**config.mk**
```make
export PLATFORM = sky130hd
export DESIGN_NAME = transmitter
export DESIGN_NICKNAME = d
export VERILOG_FILES = /design/src/rtl/transmitter_pkg.sv /design/src/rtl/transmitter_baud_tick.sv /design/src/rtl/transmitter.sv
export SDC_FILE = /design/constraint.sdc
export NUM_CORES = 1
export LEC_CHECK = 0
export CAP_MARGIN = 40
export CORE_ASPECT_RATIO = 1.2
export CORE_MARGIN = 4
export CORE_UTILIZATION = 30
export DETAILED_ROUTE_END_ITERATION = 10
export PLACE_DENSITY = 0.57
export SETUP_SLACK_MARGIN = 0.3
export SLEW_MARGIN = 20
export SYNTH_ARGS = -nofsm -noshare
export SYNTH_HDL_FRONTEND = slang
export SYNTH_HIERARCHICAL = 1
export SYNTH_SLANG_ARGS = --single-unit
```
**constraint.sdc**
```tcl
create_clock -name clk -period 1.4 [get_ports clk]
set_input_delay 0.28 -clock clk [delete_from_list [all_inputs] [get_ports clk]]
set_output_delay 0.28 -clock clk [all_outputs]
set_load 0.005 [all_outputs]
```
**src/rtl/transmitter_pkg.sv**
```systemverilog
// uartUtil: shared types and constants for the UART transmit path.
//   states_t  - transmitter frame states (IDLE, START, SEND, STOP)
//   START_BIT - line level of the start bit
//   STOP_BIT  - line level of the stop bit (also the idle level)
//   DATA_BITS - payload bits per frame
package uartUtil;

  typedef enum logic [1:0] {
    IDLE  = 2'd0,
    START = 2'd1,
    SEND  = 2'd2,
    STOP  = 2'd3
  } states_t;

  localparam logic START_BIT = 1'b0;
  localparam logic STOP_BIT  = 1'b1;
  localparam int   DATA_BITS = 8;

endpackage

```
**src/rtl/transmitter_baud_tick.sv**
```systemverilog
// baud_tick: bit-period counter for the UART transmitter.
// Counts 0..CLKS_PER_BIT-1 and flags the last cycle of each bit period.
// Ports:
//   clk     - system clock
//   rst     - synchronous active-high reset
//   clear   - restart the period at 0 on the next edge (state entry / idle)
//   bitTick - high in the final cycle of the current bit period
module baud_tick #(
  parameter int CLKS_PER_BIT = 1
) (
  input  logic clk,
  input  logic rst,
  input  logic clear,
  output logic bitTick
);

  localparam int W = $clog2(CLKS_PER_BIT + 1);
  localparam logic [W-1:0] LAST = W'(CLKS_PER_BIT - 1);

  logic [W-1:0] count;

  always_ff @(posedge clk) begin
    if (rst || clear || bitTick) count <= '0;
    else                         count <= count + W'(1);
  end

  assign bitTick = (count == LAST);

endmodule

```
**src/rtl/transmitter.sv**
```systemverilog
// transmitter: UART 8N1 transmit stage (start bit, 8 data bits LSB first,
// stop bit). Bytes are accepted through a valid/ready handshake.
// Optional feature macro: UART_TX_HOLD_REG_EN adds a one-byte holding
// register so the next byte can be accepted while a frame is on the line,
// giving back-to-back frames.
// Ports:
//   clk               - system clock, rising edge
//   rst               - synchronous active-high reset
//   byteToSend[7:0]   - byte to transmit, sampled on accept
//   sendValid         - byteToSend is valid
//   sendReady         - a byte can be accepted this cycle
//   transmitterOutput - registered serial line, idles high
//   busy              - a frame is in progress
//   done              - high in the final cycle of each stop bit
//
// state | meaning
// IDLE  | line high, waiting for a byte
// START | start bit on the line
// SEND  | data bits on the line, LSB first
// STOP  | stop bit on the line
module transmitter
  import uartUtil::*;
#(
  parameter int CLKS_PER_BIT = 1
) (
  input  logic       clk,
  input  logic       rst,
  input  logic [7:0] byteToSend,
  input  logic       sendValid,
  output logic       sendReady,
  output logic       transmitterOutput,
  output logic       busy,
  output logic       done
);

  localparam logic [2:0] LAST_BIT = 3'(DATA_BITS - 1);

  states_t    state, stateNext;
  logic [7:0] shiftReg, shiftNext, loadByte;
  logic [2:0] bitCounter, bitCntNext;
  logic       bitTick, accept, startReq, pending, lineNext, clearTick;

  assign accept = sendValid && sendReady;

`ifdef UART_TX_HOLD_REG_EN
  logic [7:0] holdReg;
  logic       holdFull, transfer;

  assign sendReady = !holdFull;
  assign startReq  = holdFull;
  assign pending   = holdFull;
  assign loadByte  = holdReg;
  // A frame start (from IDLE or straight out of STOP) consumes the held byte.
  assign transfer  = (stateNext == START) && (state != START);

  always_ff @(posedge clk) begin
    if (rst) begin
      holdReg  <= 8'h00;
      holdFull <= 1'b0;
    end else if (accept) begin
      // A new byte wins over a same-cycle transfer: the flag stays set.
      holdReg  <= byteToSend;
      holdFull <= 1'b1;
    end else if (transfer) begin
      holdFull <= 1'b0;
    end
  end
`else
  assign sendReady = (state == IDLE);
  assign startReq  = accept;
  assign pending   = 1'b0;
  assign loadByte  = byteToSend;
`endif

  always_comb begin
    stateNext  = state;
    shiftNext  = shiftReg;
    bitCntNext = 3'd0;
    case (state)
      IDLE:  if (startReq) stateNext = START;
      START: if (bitTick) stateNext = SEND;
      SEND: begin
        bitCntNext = bitCounter;
        if (bitTick) begin
          shiftNext  = shiftReg >> 1;
          bitCntNext = bitCounter + 3'd1;
          if (bitCounter == LAST_BIT) stateNext = STOP;
        end
      end
      STOP:  if (bitTick) stateNext = pending ? START : IDLE;
      default: stateNext = IDLE;
    endcase

    if ((stateNext == START) && (state != START)) shiftNext = loadByte;

    // The line is registered from the next state so the start bit appears
    // one cycle after accept.
    case (stateNext)
      START:   lineNext = START_BIT;
      SEND:    lineNext = shiftNext[0];
      default: lineNext = STOP_BIT;
    endcase
  end

  assign clearTick = (state == IDLE) || (stateNext != state);

  baud_tick #(.CLKS_PER_BIT(CLKS_PER_BIT)) u_baud_tick (
    .clk     (clk),
    .rst     (rst),
    .clear   (clearTick),
    .bitTick (bitTick)
  );

  always_ff @(posedge clk) begin
    if (rst) begin
      state             <= IDLE;
      shiftReg          <= 8'h00;
      bitCounter        <= 3'd0;
      transmitterOutput <= 1'b1;
    end else begin
      state             <= stateNext;
      shiftReg          <= shiftNext;
      bitCounter        <= bitCntNext;
      transmitterOutput <= lineNext;
    end
  end

  assign busy = (state != IDLE);
  assign done = (state == STOP) && bitTick;

endmodule

```
==> impl_metrics.yaml, run 1 <==
clock_network:
  cts_buffers: 3
  clock_path_buffers: 2
  clk-insertion-delay-late_ns: 0.28
  root_buffer: "clkbuf_4"
  htreeDepth: 1
  cts_tree: "yes"
  clkTransAtPathRegs_ns: 0.09
  cts_sinks: 15
cells_and_area:
  synthToLayoutAreaGrowth_pct: 57.37
  diodes: 0
  nets: 119
  final_core_util_pct: 51.17
  layout.cells.non_filler: 135
  drive_gt1_share_pct: 48.57
floorplan:
  start_util_pct: 32.51
  die_area_sq_mm: 0.003157
  pin_count: 15
  die_h_um: 60.75
  num_rows: 18
  core_region_area_sq_mm: 0.002140
  die_w_um: 51.96
drt:
  first_iter_violations: 12
  drtAntennaViolNets: 0
  wl_mm: 1.701
  drc: 0
  viasPerCell: 4.748
  drt_pass1_iterations: 5
  wire_per_inst_um: 12.60
  num_vias: 641
setup_path:
  worstPathArrival_ns: 1.57
  reg2reg_depth: 6
  reg2reg_to: "transmitterOutput"
  crit_path_end_kind: "register"
  cp-start-kind: "register"
  reg2reg_slack_ns: -0.0002
  crit_required_ns: 1.57
  crit_type: "register to register"
  reg2reg_from: "state[1]"
  cp-startpoint: "state[1]"
  cp_max_fo: 3
grt:
  grt_max_degree: 10
  use_met3_pct: 2.211
  grt_pass1_wl_mm: 2.704
  use_met1_pct: 12.24
  grt_use_total_pct: 11.62
  antenna_found_initial: 0
  grt-busiest-layer: "met2"
  use_met2_pct: 21.36
  grt_pass1_vias: 646
  grt-ovfl-total: 0
power_and_ir_drop:
  sw_frac_of_total_pct: 27.13
  ir_worst_vdd_mv: 0.4147
  p_clk_share_pct: 25.7
  leakagePower_nw: 0.4268
  p_comb_share_pct: 25.3
  power.total_mw: 0.9635
  power.internal_mw: 0.7021
  p_seq_share_pct: 49.0
  powerDensity_mw_per_mm2: 880.0
  p_switching_mw: 0.2614
synth:
  synthCells: 76
  syn_area_per_cell_sq_um: 9.154
  syn_nets: 89
  netlist_area_sq_um: 695.7
  yosys_warnings: 6
worst_hold_path:
  hp-start: "shiftReg[4]"
  whs_endpoint: "shiftReg[4]"
  min_path_cells: 2
  hold_path_class: "register to register"
sta:
  fmax_mhz: 714.2
  min_period_ns: 1.400
  final.setup.tns_ns: -0.0002333
  clock_skew_ns: 0.004969
  hold_violations: 0
  setup_violations: 1
  rsz0062_at_grt: "yes"
  final.period_utilization_pct: 100.0
  setup_slack_ns: -0.0002333
  slew_violations: 0
job:
  cap_violations: 0
run_status:
  violations: "negative setup slack"
  status: "finished, violations left"
placed_design:
  io_buffers: 14
  placed_cells: 123
  place.gp.congestion: 0.7428
  dp_hpwl_mm: 1.091
power groups by stage:
stage	Combinational, mW	Sequential [mW]	Clock, mW
after floorplan	0.108	0.472	0
after global placement	0.181	0.477	0
after detailed placement	0.182	0.478	0
after CTS	0.225	0.471	0.256
after global routing	0.266	0.475	0.277
final	0.244	0.473	0.247
what timing repair did:
| action | CTS | global route |
|---|---|---|
| resized for setup | 28 | 15 |
| cloned | 0 | 0 |
| pin swaps | 6 | 13 |
| setup buffers | 7 | 1 |
| endpoints found under the hold margin | 0 | 0 |
| hold buffers | 0 | 0 |
| setup endpoints to repair | 15 | 17 |
cell usage in the layout, fill, tap and decap left out, types with 2 or more instances in the layout:
| cell | instances |
|---|---|
| clkbuf_4 | 3 |
| a21oi_2 | 5 |
| inv_2 | 2 |
| clkdlybuf4s50_1 | 10 |
| nor3_1 | 3 |
| a21oi_1 | 6 |
| dfxtp_1 | 10 |
| a22oi_2 | 3 |
| buf_6 | 6 |
| dfxtp_2 | 5 |
| nand2_1 | 8 |
| nor2_1 | 3 |
| buf_4 | 11 |
| a22oi_1 | 4 |
| mux2i_1 | 2 |
per-layer routing:
layer  vias to the layer above  part of all wire (%)
met5                         -                     0
met4                         0                   1.6
met3                         4                   3.0
met2                         9                    54
met1                       301                    41
li1                        327                     -
worst max path at each step:
stage	to	slack, ns	cells after the start
3_3_place_gp	transmitterOutput	-0.12	5
2_1_floorplan	transmitterOutput	0.05	7
6_report	transmitterOutput	-0.0002	6
4_1_cts	transmitterOutput	-0.06	6
5_1_grt	shiftReg[5]	-0.04	7
3_5_place_dp	transmitterOutput	-0.15	5
registers in the layout, indices dropped and copies added, names as in the netlist:
signal	cells
transmitterOutput	1
bitCounter	3
u_baud_tick/count	1
shiftReg	8
state	2
metrics by stage:
| step | worst slack, ns | cell area, sq um | hold slack, ns |
|---|---|---|---|
| 6_report | -0.0002333 | 1095 | 0.4613 |
| 5_1_grt | -0.03685 | 1095 | 0.4994 |
| 4_1_cts | -0.05571 | 1027 | 0.4637 |
| 3_5_place_dp | -0.1465 | 894.6 | 0.4491 |
| 3_3_place_gp | -0.1188 | 894.6 | 0.4445 |
| 2_1_floorplan | 0.05298 | 699.4 | 0.3574 |
final cells by class:
class,instances,area [sq um]
fill,199,1045
multi-input combinational,53,432.9
sequential,15,306.5
timing repair buffer,30,279.0
tap,30,37.54
clock buffer,3,22.52
inverter,3,11.26
clock inverter,1,5.005
critical path, stage by stage (launching register included):
cell,delay [ns]
dfxtp_2,0.35
buf_6,0.11
buf_6,0.10
and3b_2,0.21
or3_4,0.34
o311ai_4,0.08
a21oi_2,0.08
No activity file was read; power rests on OpenSTA's default activity.
==> run 2, diff against run 1 <==
--- a/config.mk
+++ b/config.mk
@@ -15,5 +15,4 @@
 export SLEW_MARGIN = 20
 export SYNTH_ARGS = -nofsm -noshare
 export SYNTH_HDL_FRONTEND = slang
-export SYNTH_HIERARCHICAL = 1
 export SYNTH_SLANG_ARGS = --single-unit
==> impl_metrics.yaml, run 2 <==
run_status:
  status: "finished, violations left"
  violations: "negative setup slack"
floorplan:
  die_h_um: 60.71
  pin_count: 15
  die_w_um: 51.92
  die_area_sq_mm: 0.003152
  num_rows: 18
  start_util_pct: 32.46
  core_region_area_sq_mm: 0.002140
drt:
  wl_mm: 1.922
  drt_pass1_iterations: 5
  first_iter_violations: 4
  drtAntennaViolNets: 0
  viasPerCell: 4.803
  num_vias: 682
  drc: 0
  wire_per_inst_um: 13.54
power_and_ir_drop:
  leakagePower_nw: 0.4308
  powerDensity_mw_per_mm2: 892.1
  p_clk_share_pct: 25.2
  p_comb_share_pct: 26.1
  p_switching_mw: 0.2783
  power.internal_mw: 0.7218
  p_seq_share_pct: 48.7
  ir_worst_vdd_mv: 0.8390
  sw_frac_of_total_pct: 27.83
cells_and_area:
  layout.cells.non_filler: 142
  mostFrequentLayoutCells: "15 x nand2_1, 15 x buf_4, 11 x dfxtp_1"
  top_register: "shiftReg"
  design_area_sq_mm: 0.001121
  diodes: 0
  largest_reg_flops: 8
  synthToLayoutAreaGrowth_pct: 61.44
  top_regs: "shiftReg x8, bitCounter x3, state x2"
  drive_gt1_share_pct: 47.32
  nets: 126
grt:
  antenna_found_initial: 0
  grt_pass1_wl_mm: 2.987
  grt-busiest-layer: "met2"
  use_met1_pct: 15.54
  grt_max_degree: 12
  grt_use_total_pct: 12.95
  grt_pass1_vias: 669
  use_met2_pct: 20.29
  grt-ovfl-total: 0
  use_met3_pct: 5.160
setup_path:
  crit_slowest_cell: "or3b_4"
  cp-start-kind: "register"
  cpPeakStageDelay_ns: 0.37
  reg2reg_from: "state[1]"
  cp_max_fo: 3
  crit_path_end_kind: "register"
  crit_chain: "buf_6, or3b_4, or3_1, a31o_1"
  crit_type: "register to register"
  crit_required_ns: 1.59
  cp-startpoint: "state[1]"
  worstPathArrival_ns: 1.59
placed_design:
  placed_cells: 128
  dpl_worst_slack_ns: -0.1648
  place.gp.congestion: 0.7909
  placed_cell_area_sq_um: 903.4
  io_buffers: 14
  dp_hpwl_mm: 1.014
sta:
  clock_skew_ns: 0.002139
  timing.hold.ws_ns: 0.4874
  setup_slack_ns: -0.008227
  slew_violations: 0
  rsz0062_at_grt: "yes"
  hold_violations: 0
  final.period_utilization_pct: 100.6
  fmax_mhz: 710.1
  setup_violations: 1
  min_period_ns: 1.408
synth:
  ys_seq_area_share_pct: 43.24
  synth_xor_area_share_pct: 2.523
  async_flop_share_pct: 0
  synth_flop_cell: "dfxtp_1"
  synth_edf_count: 0
  yosys_warnings: 0
  synth_area_leaders: "dfxtp_1 43%, a311oi_1 8.8%, nand2_1 8.1%"
  synth-compound-area-share_pct: 14.05
  synthAdderAreaFrac_pct: 3.604
  synth.area.mux_share_pct: 2.883
  synth_top_family_by_area: "simple AND/OR/NAND/NOR gates"
  syn_area_per_cell_sq_um: 8.573
  synthCells: 81
  yosysTopAreaCellShare_pct: 43.24
  netlist_area_sq_um: 694.4
  syn_nets: 94
  ys_types: 27
  synth_top_cell_by_area: "dfxtp_1"
  synth_common_cells: "15 x dfxtp_1, 15 x nand2_1, 12 x nor2_1"
  yosys.area_share.simple_pct: 26.31
  synth.ff_latch_count: 15
clock_network:
  root_buffer: "clkbuf_4"
  cts_sinks: 15
  cts_hold_buf: 0
  htreeDepth: 1
  clock_path_buffers: 2
  clkTransAtPathRegs_ns: 0.09
  cts_tree: "yes"
  cts_buffers: 3
  clk-insertion-delay-late_ns: 0.28
worst_hold_path:
  hold_path_class: "register to register"
  hp-start: "shiftReg[7]"
job:
  cap_violations: 0
[run 2: logic make-up (layout without fill, tap and decap cells)]
group,Yosys count,in the layout
other,1,1
and+or+nand+nor,39,40
adders and majority gates,2,2
AOI/OAI and AO/OA,12,12
DFF,15,15
buffers and inverters,8,38
muxes,2,2
xor gates and xnor gates,2,2
[run 2: what timing repair did]
item	CTS	global route
buffers inserted	6	3
gates cloned	1	0
setup endpoints to repair	17	17
pin swaps	7	6
resized for setup	30	20
[run 2: cell type report]
cell class | count | area (sq um)
Sequential cell | 15 | 310.3
Clock buffer | 4 | 26.28
Timing Repair Buffer | 32 | 266.5
Multi-Input combinational cell | 59 | 473.0
Tap cell | 30 | 37.54
Fill cell | 213 | 1018
Inverter | 2 | 7.507
[run 2: routing by layer]
metal  vias up  part of all wire [%]
met2        17                    51
met4         0                  0.47
li1        342                     -
met3         2                   5.2
met1       321                    43
met5         -                     0
[run 2: worst paths after layout]
check,end,slack (ns),cells after the start
hold / removal,shiftReg[7],0.49,2
setup reg to reg,transmitterOutput,-0.008,4
hold reg to reg,shiftReg[7],0.49,2
setup / recovery,transmitterOutput,-0.008,4
[run 2: per-stage QoR]
step	power (mW)	TNS (ns)	utilization (%)
after floorplan	0.6018	-0.07751	-
after detailed placement	0.6773	-1.210	42.22
after CTS	0.9747	0	47.02
after global placement	0.6761	-1.176	42.22
after global routing	1.069	-0.1409	52.40
final	1.000	-0.008227	52.40
[run 2: critical path, delay by kind of cell, from the launching register on]
| family | cells | cell delay (ns) |
|---|---|---|
| buf+inv | 1 | 0.09 |
| flops | 1 | 0.36 |
| compound gates | 1 | 0.18 |
| simple gates | 2 | 0.68 |
[run 2: power groups by stage]
| stage | clock [mW] | sequential, mW | combinational [mW] |
|---|---|---|---|
| 2_1_floorplan | 0 | 0.488 | 0.114 |
| 3_3_place_gp | 0 | 0.494 | 0.182 |
| 3_5_place_dp | 0 | 0.494 | 0.183 |
| 4_1_cts | 0.271 | 0.486 | 0.218 |
| 5_1_grt | 0.292 | 0.492 | 0.284 |
| 6_report | 0.252 | 0.487 | 0.261 |
==> run 3, diff against run 2 <==
--- a/config.mk
+++ b/config.mk
@@ -11,6 +11,7 @@
 export CORE_UTILIZATION = 30
 export DETAILED_ROUTE_END_ITERATION = 10
 export PLACE_DENSITY = 0.57
+export RECOVER_POWER = 100
 export SETUP_SLACK_MARGIN = 0.3
 export SLEW_MARGIN = 20
 export SYNTH_ARGS = -nofsm -noshare
==> impl_metrics.yaml, run 3 (synthesis results as in run 2) <==
drt:
  drc: 0
  drtAntennaViolNets: 0
  drt_pass1_iterations: 5
  wire_per_inst_um: 13.51
  num_vias: 682
  wl_mm: 1.918
  first_iter_violations: 2
  viasPerCell: 4.803
grt:
  use_met2_pct: 20.29
  grt_use_total_pct: 12.95
  use_met3_pct: 5.160
  grt_pass1_vias: 669
  use_met1_pct: 15.54
  grt-ovfl-total: 0
  grt_pass1_wl_mm: 2.987
  grt_max_degree: 12
  antenna_found_initial: 0
  grt-busiest-layer: "met2"
sta:
  rsz0062_at_grt: "yes"
  min_period_ns: 1.408
  timing.hold.ws_ns: 0.4956
  fmax_mhz: 710.1
  final.period_utilization_pct: 100.6
  hold_violations: 0
  clock_skew_ns: 0.0008969
  slew_violations: 0
  setup_slack_ns: -0.008194
  setup_violations: 1
  final.setup.tns_ns: -0.008194
setup_path:
  worstPathArrival_ns: 1.59
  cp-startpoint: "state[1]"
  reg2reg_from: "state[1]"
  cp-start-kind: "register"
  crit_required_ns: 1.59
  cp_max_fo: 3
  crit_path_end_kind: "register"
  crit_type: "register to register"
power_and_ir_drop:
  leakagePower_nw: 0.4270
  powerDensity_mw_per_mm2: 900.5
  power.total_mw: 0.9960
  ir_worst_vdd_mv: 0.8361
worst_hold_path:
  hold_path_class: "register to register"
  hp-start: "shiftReg[7]"
clock_network:
  cts_tree: "yes"
  clock_path_buffers: 2
  cts_sinks: 15
  cts_buffers: 3
  clk-insertion-delay-late_ns: 0.28
  root_buffer: "clkbuf_4"
  htreeDepth: 1
  clkTransAtPathRegs_ns: 0.09
floorplan:
  num_rows: 18
  die_h_um: 60.71
  pin_count: 15
  die_area_sq_mm: 0.003152
  core_region_area_sq_mm: 0.002140
  start_util_pct: 32.46
  die_w_um: 51.92
cells_and_area:
  nets: 126
  nFillCells: 218
  top_regs: "shiftReg x8, bitCounter x3, state x2"
  largest_reg_flops: 8
  mostFrequentLayoutCells: "15 x nand2_1, 15 x buf_4, 11 x dfxtp_1"
  final_core_util_pct: 51.70
  top_register: "shiftReg"
  layout.cells.non_filler: 142
  design_area_sq_mm: 0.001106
  drive_gt1_share_pct: 43.75
  synthToLayoutAreaGrowth_pct: 59.28
  diodes: 0
placed_design:
  dp_hpwl_mm: 1.014
  io_buffers: 14
  placed_cells: 128
  placed_cell_area_sq_um: 903.4
  place.gp.congestion: 0.7909
  dpl_worst_slack_ns: -0.1648
run_status:
  violations: "negative setup slack"
  status: "finished, violations left"
job:
  cap_violations: 0
-- run 3: cell count changes in the layout (fill, tap and decap cells not counted) --
cell,before,now
a311oi_1,2,3
a311oi_2,5,4
buf_2,4,3
clkbuf_1,1,2
nand3_1,1,2
nand3_2,1,0
nor2_1,6,7
nor2_2,5,4
-- run 3: cell type report --
type	count	area (sq um)	area share, %
clock buffer	4	26.28	2.376
multi-input combinational	59	459.2	41.52
tap	30	37.54	3.394
timing repair buffer	32	265.3	23.98
inverter	2	7.507	0.6787
sequential	15	310.3	28.05
-- run 3: worst paths after layout --
| kind | end | slack, ns | depth (start not counted) |
|---|---|---|---|
| hold / removal | shiftReg[7] | 0.50 | 2 |
| setup reg to reg | transmitterOutput | -0.008 | 4 |
| hold reg to reg | shiftReg[7] | 0.50 | 2 |
| setup / recovery | transmitterOutput | -0.008 | 4 |
-- run 3: layer usage --
metal / part of all wire [%] / wire length (um)
met2: 50 / 959
met5: 0 / 0
met1: 44 / 849
met4: 0.47 / 9
met3: 5.2 / 100
-- run 3: where the power goes --
part	internal (mW)	total [mW]	leakage, nW	switching, mW
registers	0.461	0.487	0.126	0.0253
logic	0.147	0.256	0.286	0.109
clock network	0.111	0.253	0.0150	0.142
-- run 3: repair_timing --
action | 4_1_cts | 5_1_grt
resized for setup | 30 | 20
hold buffers | 0 | 0
hold endpoints to repair | 0 | 0
buffers inserted | 6 | 3
cloned | 1 | 0
setup endpoints to repair | 17 | 17
pin swaps | 7 | 6
-- run 3: worst max-delay path: stages, from the launching register on --
cell and delay, ns:
dfxtp_4 0.36, buf_6 0.09, or3b_4 0.37, or3_1 0.31, a31o_1 0.18
